<file path="config.mk">
export PLATFORM = sky130hd
export DESIGN_NAME = seq_chk_ctrl_flat
export DESIGN_NICKNAME = d
export VERILOG_FILES = /design/src/rtl/seq_chk_ctrl_pkg.sv /design/src/rtl/seq_chk_ctrl_if.sv /design/src/rtl/seq_chk_satcnt.sv /design/src/rtl/seq_chk_ctrl.sv /design/src/flat_wrapper.sv
export SDC_FILE = /design/constraint.sdc
export NUM_CORES = 1
export LEC_CHECK = 0
export CORE_MARGIN = 1
export CORE_UTILIZATION = 26
export CTS_BUF_LIST = sky130_fd_sc_hd__clkbuf_4 sky130_fd_sc_hd__clkbuf_8 sky130_fd_sc_hd__clkbuf_16
export DETAILED_ROUTE_END_ITERATION = 12
export PLACE_DENSITY_LB_ADDON = 0.12
export SLEW_MARGIN = 10
export SYNTH_ARGS = -nofsm -noshare
export SYNTH_HDL_FRONTEND = slang
export SYNTH_SLANG_ARGS = --single-unit
</file>
<file path="constraint.sdc">
create_clock -name clk -period 1.9 [get_ports clk]
set_clock_uncertainty 0.2 [all_clocks]
set_input_delay 0.38 -clock clk [delete_from_list [all_inputs] [get_ports clk]]
set_output_delay 0.38 -clock clk [all_outputs]
set_load 0.02 [all_outputs]
</file>
<file path="src/rtl/seq_chk_ctrl_pkg.sv">
// Shared types and constants for the sequence-checker controller slice.
// Optional build macro SEQ_CHK_CTRL_STOP_ON_HIT_EN is consumed in seq_chk_ctrl.sv.
package seq_chk_pkg;

    localparam int              CNT_W           = 8;
    localparam logic [CNT_W-1:0] NO_HIT         = 8'hFF;
    localparam int              CHK_LAT_DEFAULT = 1;

    // Oldest bit first: the checker flags the arrival order 1,0,1,1.
    localparam logic [3:0]      CHK_PATTERN     = 4'b1011;

    typedef enum logic [2:0] {
        ST_IDLE,
        ST_CLEAR,
        ST_RUN,
        ST_DRAIN,
        ST_DONE
    } state_t;

endpackage

</file>
<file path="src/rtl/seq_chk_ctrl_if.sv">
// Host-side bundle of seq_chk_ctrl: window request/abort, serial channels and results.
interface seq_chk_ctrl_if
    import seq_chk_pkg::*;
#(
    parameter int N_CH = 4
);
    logic             start;
    logic             abort;
    logic [1:0]       chan_sel;
    logic [7:0]       win_len;
    logic [N_CH-1:0]  din_ch;
    logic             busy;
    logic             done;
    logic [CNT_W-1:0] hit_cnt;
    logic [CNT_W-1:0] first_hit_pos;

    modport master (
        output start, abort, chan_sel, win_len, din_ch,
        input  busy, done, hit_cnt, first_hit_pos
    );

    modport slave (
        input  start, abort, chan_sel, win_len, din_ch,
        output busy, done, hit_cnt, first_hit_pos
    );

endinterface

</file>
<file path="src/rtl/seq_chk_satcnt.sv">
// Saturating up-counter with synchronous clear; clear wins over increment.
module seq_chk_satcnt
    import seq_chk_pkg::*;
#(
    parameter int W = CNT_W
) (
    input  logic         clk,
    input  logic         rst_n,
    input  logic         clr,
    input  logic         inc,
    output logic [W-1:0] cnt
);

    logic [W-1:0] cnt_reg;

    always_ff @(posedge clk or negedge rst_n) begin
        if (!rst_n) begin
            cnt_reg <= '0;
        end else if (clr) begin
            cnt_reg <= '0;
        end else if (inc && (cnt_reg != '1)) begin
            cnt_reg <= cnt_reg + W'(1);
        end
    end

    assign cnt = cnt_reg;

endmodule

</file>
<file path="src/rtl/seq_chk_ctrl.sv">
// Check-window controller: clears the checker, streams one channel for win_len bits, counts hits.
// Build macro SEQ_CHK_CTRL_STOP_ON_HIT_EN ends the window on the first counted hit.
module seq_chk_ctrl
    import seq_chk_pkg::*;
#(
    parameter int N_CH    = 4,
    parameter int CHK_LAT = CHK_LAT_DEFAULT
) (
    input  logic          clk,
    input  logic          rst_n,
    seq_chk_ctrl_if.slave host,
    output logic          chk_din,
    output logic          chk_rst_n,
    input  logic          chk_success
);

    localparam logic [8:0] LAT9 = 9'(CHK_LAT);

    state_t           state_reg;
    state_t           state_next;
    logic [1:0]       sel_reg;
    logic [8:0]       len_reg;
    logic [8:0]       bit_cnt_reg;
    logic [CNT_W-1:0] first_pos_reg;
    logic             chk_rst_n_reg;
    logic [3:0]       din_pad;
    logic             accept;
    logic             in_window;
    logic             hit;
    logic             first_hit;
    logic             clr_results;
    logic             run_last;
    logic             drain_last;
    logic             stop_hit;
    logic [CNT_W-1:0] hit_cnt;
    logic [CNT_W-1:0] hit_pos;

    // chan_sel is two bits wide; channels the block does not have read as 0.
    generate
        for (genvar gi = 0; gi < 4; gi++) begin : g_pad
            if (gi < N_CH) begin : g_ch
                assign din_pad[gi] = host.din_ch[gi];
            end else begin : g_zero
                assign din_pad[gi] = 1'b0;
            end
        end
    endgenerate

    assign accept      = (state_reg == ST_IDLE) && host.start && !host.abort;
    assign in_window   = (state_reg == ST_RUN) || (state_reg == ST_DRAIN);
    assign hit         = in_window && chk_success;
    assign first_hit   = hit && (hit_cnt == '0);
    assign clr_results = accept || host.abort;
    assign run_last    = (bit_cnt_reg == len_reg - 9'd1);
    assign drain_last  = (bit_cnt_reg == len_reg + LAT9 - 9'd1);

    // bit_cnt keeps counting through DRAIN so a late flag still maps back to its bit.
    // Flags within the first CHK_LAT cycles cannot come from window data; clamp to bit 0.
    assign hit_pos = (bit_cnt_reg < LAT9) ? '0 : CNT_W'(bit_cnt_reg - LAT9);

`ifdef SEQ_CHK_CTRL_STOP_ON_HIT_EN
    assign stop_hit = first_hit;
`else
    assign stop_hit = 1'b0;
`endif

    always_ff @(posedge clk or negedge rst_n) begin
        if (!rst_n) begin
            state_reg <= ST_IDLE;
        end else begin
            state_reg <= state_next;
        end
    end

    always_comb begin
        state_next = state_reg;
        unique case (state_reg)
            ST_IDLE:  if (host.start) state_next = ST_CLEAR;
            ST_CLEAR: state_next = ST_RUN;
            ST_RUN: begin
                if (stop_hit) begin
                    state_next = ST_DONE;
                end else if (run_last) begin
                    state_next = (CHK_LAT == 0) ? ST_DONE : ST_DRAIN;
                end
            end
            ST_DRAIN: if (stop_hit || drain_last) state_next = ST_DONE;
            ST_DONE:  state_next = ST_IDLE;
            default:  state_next = ST_IDLE;
        endcase
        if (host.abort) begin
            state_next = ST_IDLE;
        end
    end

    always_ff @(posedge clk or negedge rst_n) begin
        if (!rst_n) begin
            sel_reg       <= '0;
            len_reg       <= '0;
            bit_cnt_reg   <= '0;
            first_pos_reg <= NO_HIT;
            chk_rst_n_reg <= 1'b0;
        end else begin
            chk_rst_n_reg <= (state_next != ST_CLEAR);
            if (accept) begin
                sel_reg     <= host.chan_sel;
                len_reg     <= {(host.win_len == 8'd0), host.win_len};
                bit_cnt_reg <= '0;
            end else if (in_window) begin
                bit_cnt_reg <= bit_cnt_reg + 9'd1;
            end
            if (clr_results) begin
                first_pos_reg <= NO_HIT;
            end else if (first_hit) begin
                first_pos_reg <= hit_pos;
            end
        end
    end

    seq_chk_satcnt #(.W(CNT_W)) u_hit_cnt (
        .clk   (clk),
        .rst_n (rst_n),
        .clr   (clr_results),
        .inc   (hit),
        .cnt   (hit_cnt)
    );

    assign chk_din            = (state_reg == ST_RUN) ? din_pad[sel_reg] : 1'b0;
    assign chk_rst_n          = chk_rst_n_reg;
    assign host.busy          = (state_reg != ST_IDLE);
    assign host.done          = (state_reg == ST_DONE);
    assign host.hit_cnt       = hit_cnt;
    assign host.first_hit_pos = first_pos_reg;

endmodule

</file>
<file path="src/flat_wrapper.sv">
// flat-port wrapper written by rule: the top's interface ports become plain ports
module seq_chk_ctrl_flat import seq_chk_pkg::*;
#(
    parameter int N_CH    = 4,
    parameter int CHK_LAT = CHK_LAT_DEFAULT
)
  (clk, rst_n, chk_din, chk_rst_n, chk_success, host_start, host_abort, host_chan_sel, host_win_len, host_din_ch, host_busy, host_done, host_hit_cnt, host_first_hit_pos);
  seq_chk_ctrl_if #(.N_CH(N_CH)) host_i ();
  input  logic clk;
  input  logic rst_n;
  output logic chk_din;
  output logic chk_rst_n;
  input  logic chk_success;
  input wire logic [$bits(host_i.start)-1:0] host_start;
  input wire logic [$bits(host_i.abort)-1:0] host_abort;
  input wire logic [$bits(host_i.chan_sel)-1:0] host_chan_sel;
  input wire logic [$bits(host_i.win_len)-1:0] host_win_len;
  input wire logic [$bits(host_i.din_ch)-1:0] host_din_ch;
  output wire logic [$bits(host_i.busy)-1:0] host_busy;
  output wire logic [$bits(host_i.done)-1:0] host_done;
  output wire logic [$bits(host_i.hit_cnt)-1:0] host_hit_cnt;
  output wire logic [$bits(host_i.first_hit_pos)-1:0] host_first_hit_pos;
  assign host_i.start = host_start;
  assign host_i.abort = host_abort;
  assign host_i.chan_sel = host_chan_sel;
  assign host_i.win_len = host_win_len;
  assign host_i.din_ch = host_din_ch;
  assign host_busy = host_i.busy;
  assign host_done = host_i.done;
  assign host_hit_cnt = host_i.hit_cnt;
  assign host_first_hit_pos = host_i.first_hit_pos;
  seq_chk_ctrl #(.N_CH(N_CH), .CHK_LAT(CHK_LAT)) u_core (.clk(clk), .rst_n(rst_n), .host(host_i), .chk_din(chk_din), .chk_rst_n(chk_rst_n), .chk_success(chk_success));
endmodule
</file>
Word-level counts from Yosys, hierarchy flattened

Index checks and enable logic that the tools add are counted.

Register bits: 40
Input bits: 19
Output and inout bits: 20
Logic and storage cells: 53

Add/sub/neg operators: 6
Order comparisons: 2
Equal/unequal tests: 8
Mux-type cells: 15
Reductions and logical operators: 15

Operators by type and width:

| cell                | number |
|---|---|
| $mux 8              | 5 |
| $add 9x1->9 const B | 2 |
| $eq 9x9->1          | 2 |
| $mux 9              | 2 |
| $sub 9x1->9 const B | 2 |
| $logic_not 8->1     | 2 |
| $mux 3              | 4 |
| $pmux 3 s4          | 1 |
| $lt 9x1->1 const B  | 1 |
| $add 8x1->8 const B | 1 |
| $ne 8x8->1 const B  | 1 |
| $sub 8x1->8 const B | 1 |
| $eq 3x2->1 const B  | 2 |
| $reduce_bool 2->1   | 3 |
| $logic_and 1x1->1   | 5 |
| $eq 3x1->1 const B  | 1 |
| $eq 3x3->1 const B  | 1 |
| $logic_not 3->1     | 1 |
| $lt 2x3->1 const B  | 1 |
| $ne 3x1->1 const B  | 1 |
| $reduce_bool 3->1   | 1 |
| $bmux 1 s2          | 1 |
| $logic_or 1x1->1    | 2 |
| $mux 1              | 2 |
| $logic_not 1->1     | 1 |

Longest topological paths before layout

Depth in word-level cells: 7
Gate-level depth with buffers: 7

Modules after synthesis

A second synthesis with hierarchy kept.

Cells, all modules: 239
Area total of the unflattened synthesis: 2382.3 um^2

By module, submodules not included:

| module         | instances | cells an instance | area each (um^2) | seq. area each (um^2) |
|---|---|---|---|---|
| seq_chk_ctrl   | 1         | 190               | 1918.1           | 810.8 |
| seq_chk_satcnt | 1         | 49                | 464.2            | 200.2 |

Least setup slack after synthesis

Ideal clock, no wire load.

Kind: flip-flop to flip-flop
From: reg u_core.u_hit_cnt.cnt_reg[0], in the netlist u_core.u_hit_cnt.cnt[0]
To: reg u_core.first_pos_reg[5], in the netlist u_core.host.first_hit_pos[5]
Setup time: 0.103 ns
Arrival: 1.770 ns
Path slack: -0.173 ns
Cell stages (with the launch flop): 8
Path buffers: 1
Clock period less this slack: 2.073 ns
Cells stage by stage: dfrtp_1 > inv_1 > ha_1 > or4b_1 > or3_1 > buf_6 > a21oi_1 > o21ai_0

Longest elaborated chain between the ends: 3

Ends and longest elaborated chain:

| item                               | line                 | text |
|---|---|---|
| from (decl)                        | seq_chk_satcnt.sv:14 | `logic [W-1:0] cnt_reg;` |
| from (signal assigned)             | seq_chk_satcnt.sv:22 | `cnt_reg <= cnt_reg + W'(1);` |
| $logic_not 8->1                    | seq_chk_ctrl.sv:52   | `assign first_hit = hit && (hit_cnt == '0);` |
| $logic_and 1x1->1                  | seq_chk_ctrl.sv:52   |  |
| $reduce_bool 2->1 (no source line) | n/a                  |  |
| to (signal assigned)               | seq_chk_ctrl.sv:115  | `first_pos_reg <= hit_pos;` |
| to (decl)                          | seq_chk_ctrl.sv:24   | `logic [CNT_W-1:0] first_pos_reg;` |

No other way between the ends.
A chain may end at the register's enable or synchronous reset.

Final worst setup path

From: reg u_core.u_hit_cnt.cnt_reg[1], in the netlist u_core.u_hit_cnt.cnt[1]
To: reg u_core.first_pos_reg[1], in the netlist u_core.host.first_hit_pos[1]

The elaborated chain is that of the path after synthesis.

==> impl_metrics.tcl <==
set metrics [dict create \
    first_global_vias 2038 \
    syn2layout_area_growth_pct 44.9 \
    die-height_um 96.3 \
    path_buf_inv 1 \
    hold_ws_ps 293 \
    nets 364 \
    worst_slew_pin_slew_ps 508 \
    slew_viol_final 0 \
    die-area_sq_mm 0.00928 \
    cp_max_fo 8 \
    grt_max_degree 30 \
    overflow 0 \
    critical_path.slowest_cell "or4b_4" \
    yosysSeqAreaShare_pct 43.7 \
    via_count 2062 \
    synth_flop_cell "dfrtp_1" \
    combPwrFrac_pct 38.8 \
    cp_top_family "simple AND/OR/NAND/NOR gates" \
    yosys.area_share.adder_pct 2.70 \
    clk_latency_ps 300 \
    switching_power_uw 891 \
    end_kind "flip-flop" \
    final-hold-violation-count 0 \
    synth_edf_count 0 \
    critPathLaunch "u_core.u_hit_cnt.cnt[1]" \
    irDropWorstVdd_uv 293 \
    pin_count 39 \
    drive_gt1_share_pct 29.9 \
    violations "negative setup slack" \
    fin_crit_sh_pct 107 \
    drtPass1Iterations 3 \
    ys_seq_elements 40 \
    place_inst 433 \
    hpwl_mm 4.40 \
    cts.clk_slew.worst_paths_ps 90 \
    fin_cells 449 \
    cts_max_path_buffers 2 \
    crit_chain "inv_2 -> ha_4 -> or4b_4 -> or3_4 -> a21oi_1 -> o21ai_0" \
    syn_area_per_cell_sq_um 9.07 \
    drtIter0Drc 29 \
    cts_max_level 2 \
    gp_congestion 0.726 \
    cts_buffers 5 \
    clock-sinks 40 \
    yosys_warnings 0 \
    synth_compound_area_share_pct 9.84 \
    die_w_um 96.3 \
    powerDensity_mw_per_mm2 777 \
    netlist_instances 255 \
    start_util_pct 26.7 \
    sequentialPowerShare_pct 38.5 \
    wl_mm 5.81 \
    path_class "reg -> reg" \
    crit_path_start_kind "flip-flop" \
    fillCellCount 932 \
    antenna_found_initial 0 \
    period_minus_slack_ps 2040 \
    postSynth.asyncResetShare_pct 100 \
    synth.distinct_cells 48 \
    synthXorXnorAreaFrac_pct 11.7 \
    synthesis.nets 279 \
    grt_first_pass_wirelength_mm 9.91 \
    port_buffers 38 \
    p_int_uw 1710 \
    num_rows 34 \
    regArea_sq_mm 0.00101 \
    power_leakage_uw 0.00150 \
    cts_tree "yes" \
    worstPathArrival_ps 2040 \
    critPathRequiredTime_ps 1900 \
    antenna_cells 0 \
    fmax_mhz 490 \
    synth_area_sq_mm 0.00231 \
    wl_per_cell_um 12.9 \
    swShare_pct 34.2 \
    relSlewSlack_pct 66.0 \
    clockPowerShare_pct 22.8 \
    multi_input_area_sq_mm 0.00131 \
    synth-simple-area-share_pct 26.0 \
    outcome "finished, violations left" \
    drc 0 \
    setup_violations 9 \
    ant_nets 0 \
    core_area_sq_mm 0.00868 \
    rsz0062_at_grt "true" \
    fin_ws_ps -139 \
    cts_root_buffer "clkbuf_8" \
    rr_startpoint "u_core.u_hit_cnt.cnt[1]" \
    grt_usage_pct 14.0 \
    viasPerCell 4.59 \
    synth_top_family_by_area "simple AND/OR/NAND/NOR gates" \
    max_stage_delay_ps 460 \
    min_path_type "in -> async" \
    muxShareOfSynthArea_pct 1.84 \
    drv_cap 0 \
]
placed cells by master, fill, tap and decap left out, types with 3 or more instances in the layout:
master / Yosys / routed
inv_1: 10 / 7
nand2_1: 39 / 37
ha_1: 5 / 3
o21ai_1: 3 / 7
and3_1: 3 / 3
dfstp_2: 8 / 8
nor2_1: 29 / 28
dfrtp_1: 32 / 30
a21oi_2: 0 / 7
dlygate4sd2_1: 0 / 20
clkbuf_8: 0 / 5
a31oi_1: 3 / 3
xnor2_1: 13 / 12
nor2b_1: 3 / 3
nor4_1: 3 / 3
nand4b_1: 3 / 3
inv_2: 0 / 3
buf_6: 1 / 5
and4_1: 3 / 3
nor3_1: 6 / 5
nand3_1: 3 / 3
buf_4: 0 / 46
xor2_1: 18 / 17
nand4_1: 5 / 5
o21ai_0: 11 / 7
clkdlybuf4s50_1: 0 / 14
a21oi_1: 10 / 3
final cells by class:
type,count,share of cell area [%]
Multi-Input combinational cell,192,39.1
Sequential cell,40,30.2
Timing Repair Buffer,90,22.7
Tap cell,108,4.03
Clock buffer,6,2.28
Inverter,11,1.23
Clock inverter,2,0.373
Yosys cell counts (2+ instances only):
| library cell | number | area [sq um] |
|---|---|---|
| a21oi_1 | 10 | 50.1 |
| a31oi_1 | 3 | 18.8 |
| and3_1 | 3 | 18.8 |
| and3b_1 | 2 | 17.5 |
| and4_1 | 3 | 26.3 |
| buf_2 | 2 | 10.0 |
| clkbuf_1 | 9 | 33.8 |
| dfrtp_1 | 32 | 801 |
| dfstp_2 | 8 | 210 |
| ha_1 | 5 | 62.6 |
| inv_1 | 10 | 37.5 |
| mux2i_1 | 2 | 20.0 |
| nand2_1 | 39 | 146 |
| nand3_1 | 3 | 15.0 |
| nand3b_1 | 2 | 15.0 |
| nand4_1 | 5 | 31.3 |
| nand4b_1 | 3 | 26.3 |
| nor2_1 | 29 | 109 |
| nor2b_1 | 3 | 18.8 |
| nor3_1 | 6 | 30.0 |
| nor4_1 | 3 | 18.8 |
| nor4_2 | 2 | 25.0 |
| nor4b_1 | 2 | 17.5 |
| nor4bb_1 | 2 | 20.0 |
| o21ai_0 | 11 | 55.1 |
| o21ai_1 | 3 | 15.0 |
| or3_1 | 3 | 18.8 |
| xnor2_1 | 13 | 114 |
| xor2_1 | 18 | 158 |
stage by stage:
step / worst slack (ps) / cell area [sq um] / TNS, ps / total power (uW) / util (%)
after floorplan: -132 / 2320 / -983 / 1610 / -
after global placement: -613 / 3120 / -3960 / 2000 / 36.0
after detailed placement: -619 / 3120 / -3650 / 1990 / 36.0
after CTS: -161 / 3300 / -880 / 2630 / 38.0
after global routing: -212 / 3350 / -1820 / 2800 / 38.6
final: -139 / 3350 / -841 / 2600 / 38.6
kinds of logic (layout without fill, tap and decap cells):
kind of cell,after synthesis,count (layout)
adder cells (fa/ha/maj),5,5
XOR/XNOR,31,31
multiplexers,3,3
AND/OR/NAND/NOR,116,116
flip-flops,40,40
buffers and inverters,23,109
AO/OA/AOI/OAI,37,37
worst register-to-register path, stage by stage, from the launching register on:
cell,delay (ps)
dfrtp_2,420
inv_2,80
ha_4,120
or4b_4,460
or3_4,420
a21oi_1,170
o21ai_0,90
what timing repair did:
item	4_1_cts	5_1_grt
buffers inserted	6	1
hold buffers	1	0
resized for setup	49	14
pin swaps	9	8
endpoints found under the hold margin	3	0
setup endpoints to repair	31	18
final timing paths:
kind,to,slack (ps),cells after the start
setup / recovery,u_core.host.first_hit_pos[1],-140,6
hold / removal,u_core.u_hit_cnt.cnt[6],290,2
setup reg to reg,u_core.host.first_hit_pos[1],-140,6
hold reg to reg,u_core.sel_reg[1],320,2
max in group asynchronous,u_core.len_reg[8],740,3
min in group clk,u_core.sel_reg[1],320,2
power by group through the flow:
stage | clock (uW) | combinational, uW | sequential [uW]
after floorplan | 0 | 589 | 1020
after global placement | 0 | 974 | 1020
after detailed placement | 0 | 974 | 1020
after CTS | 626 | 1000 | 1000
after global routing | 656 | 1120 | 1010
final | 592 | 1010 | 1000
per-layer routing:
| metal | wire length (um) | GRT usage [%] |
|---|---|---|
| met1 | 2700 | 17.1 |
| met2 | 2910 | 25.0 |
| met3 | 161 | 2.61 |
| met4 | 42 | 3.68 |
| met5 | 0 | 0 |
Note: power is estimated with default switching activity, not from simulation.
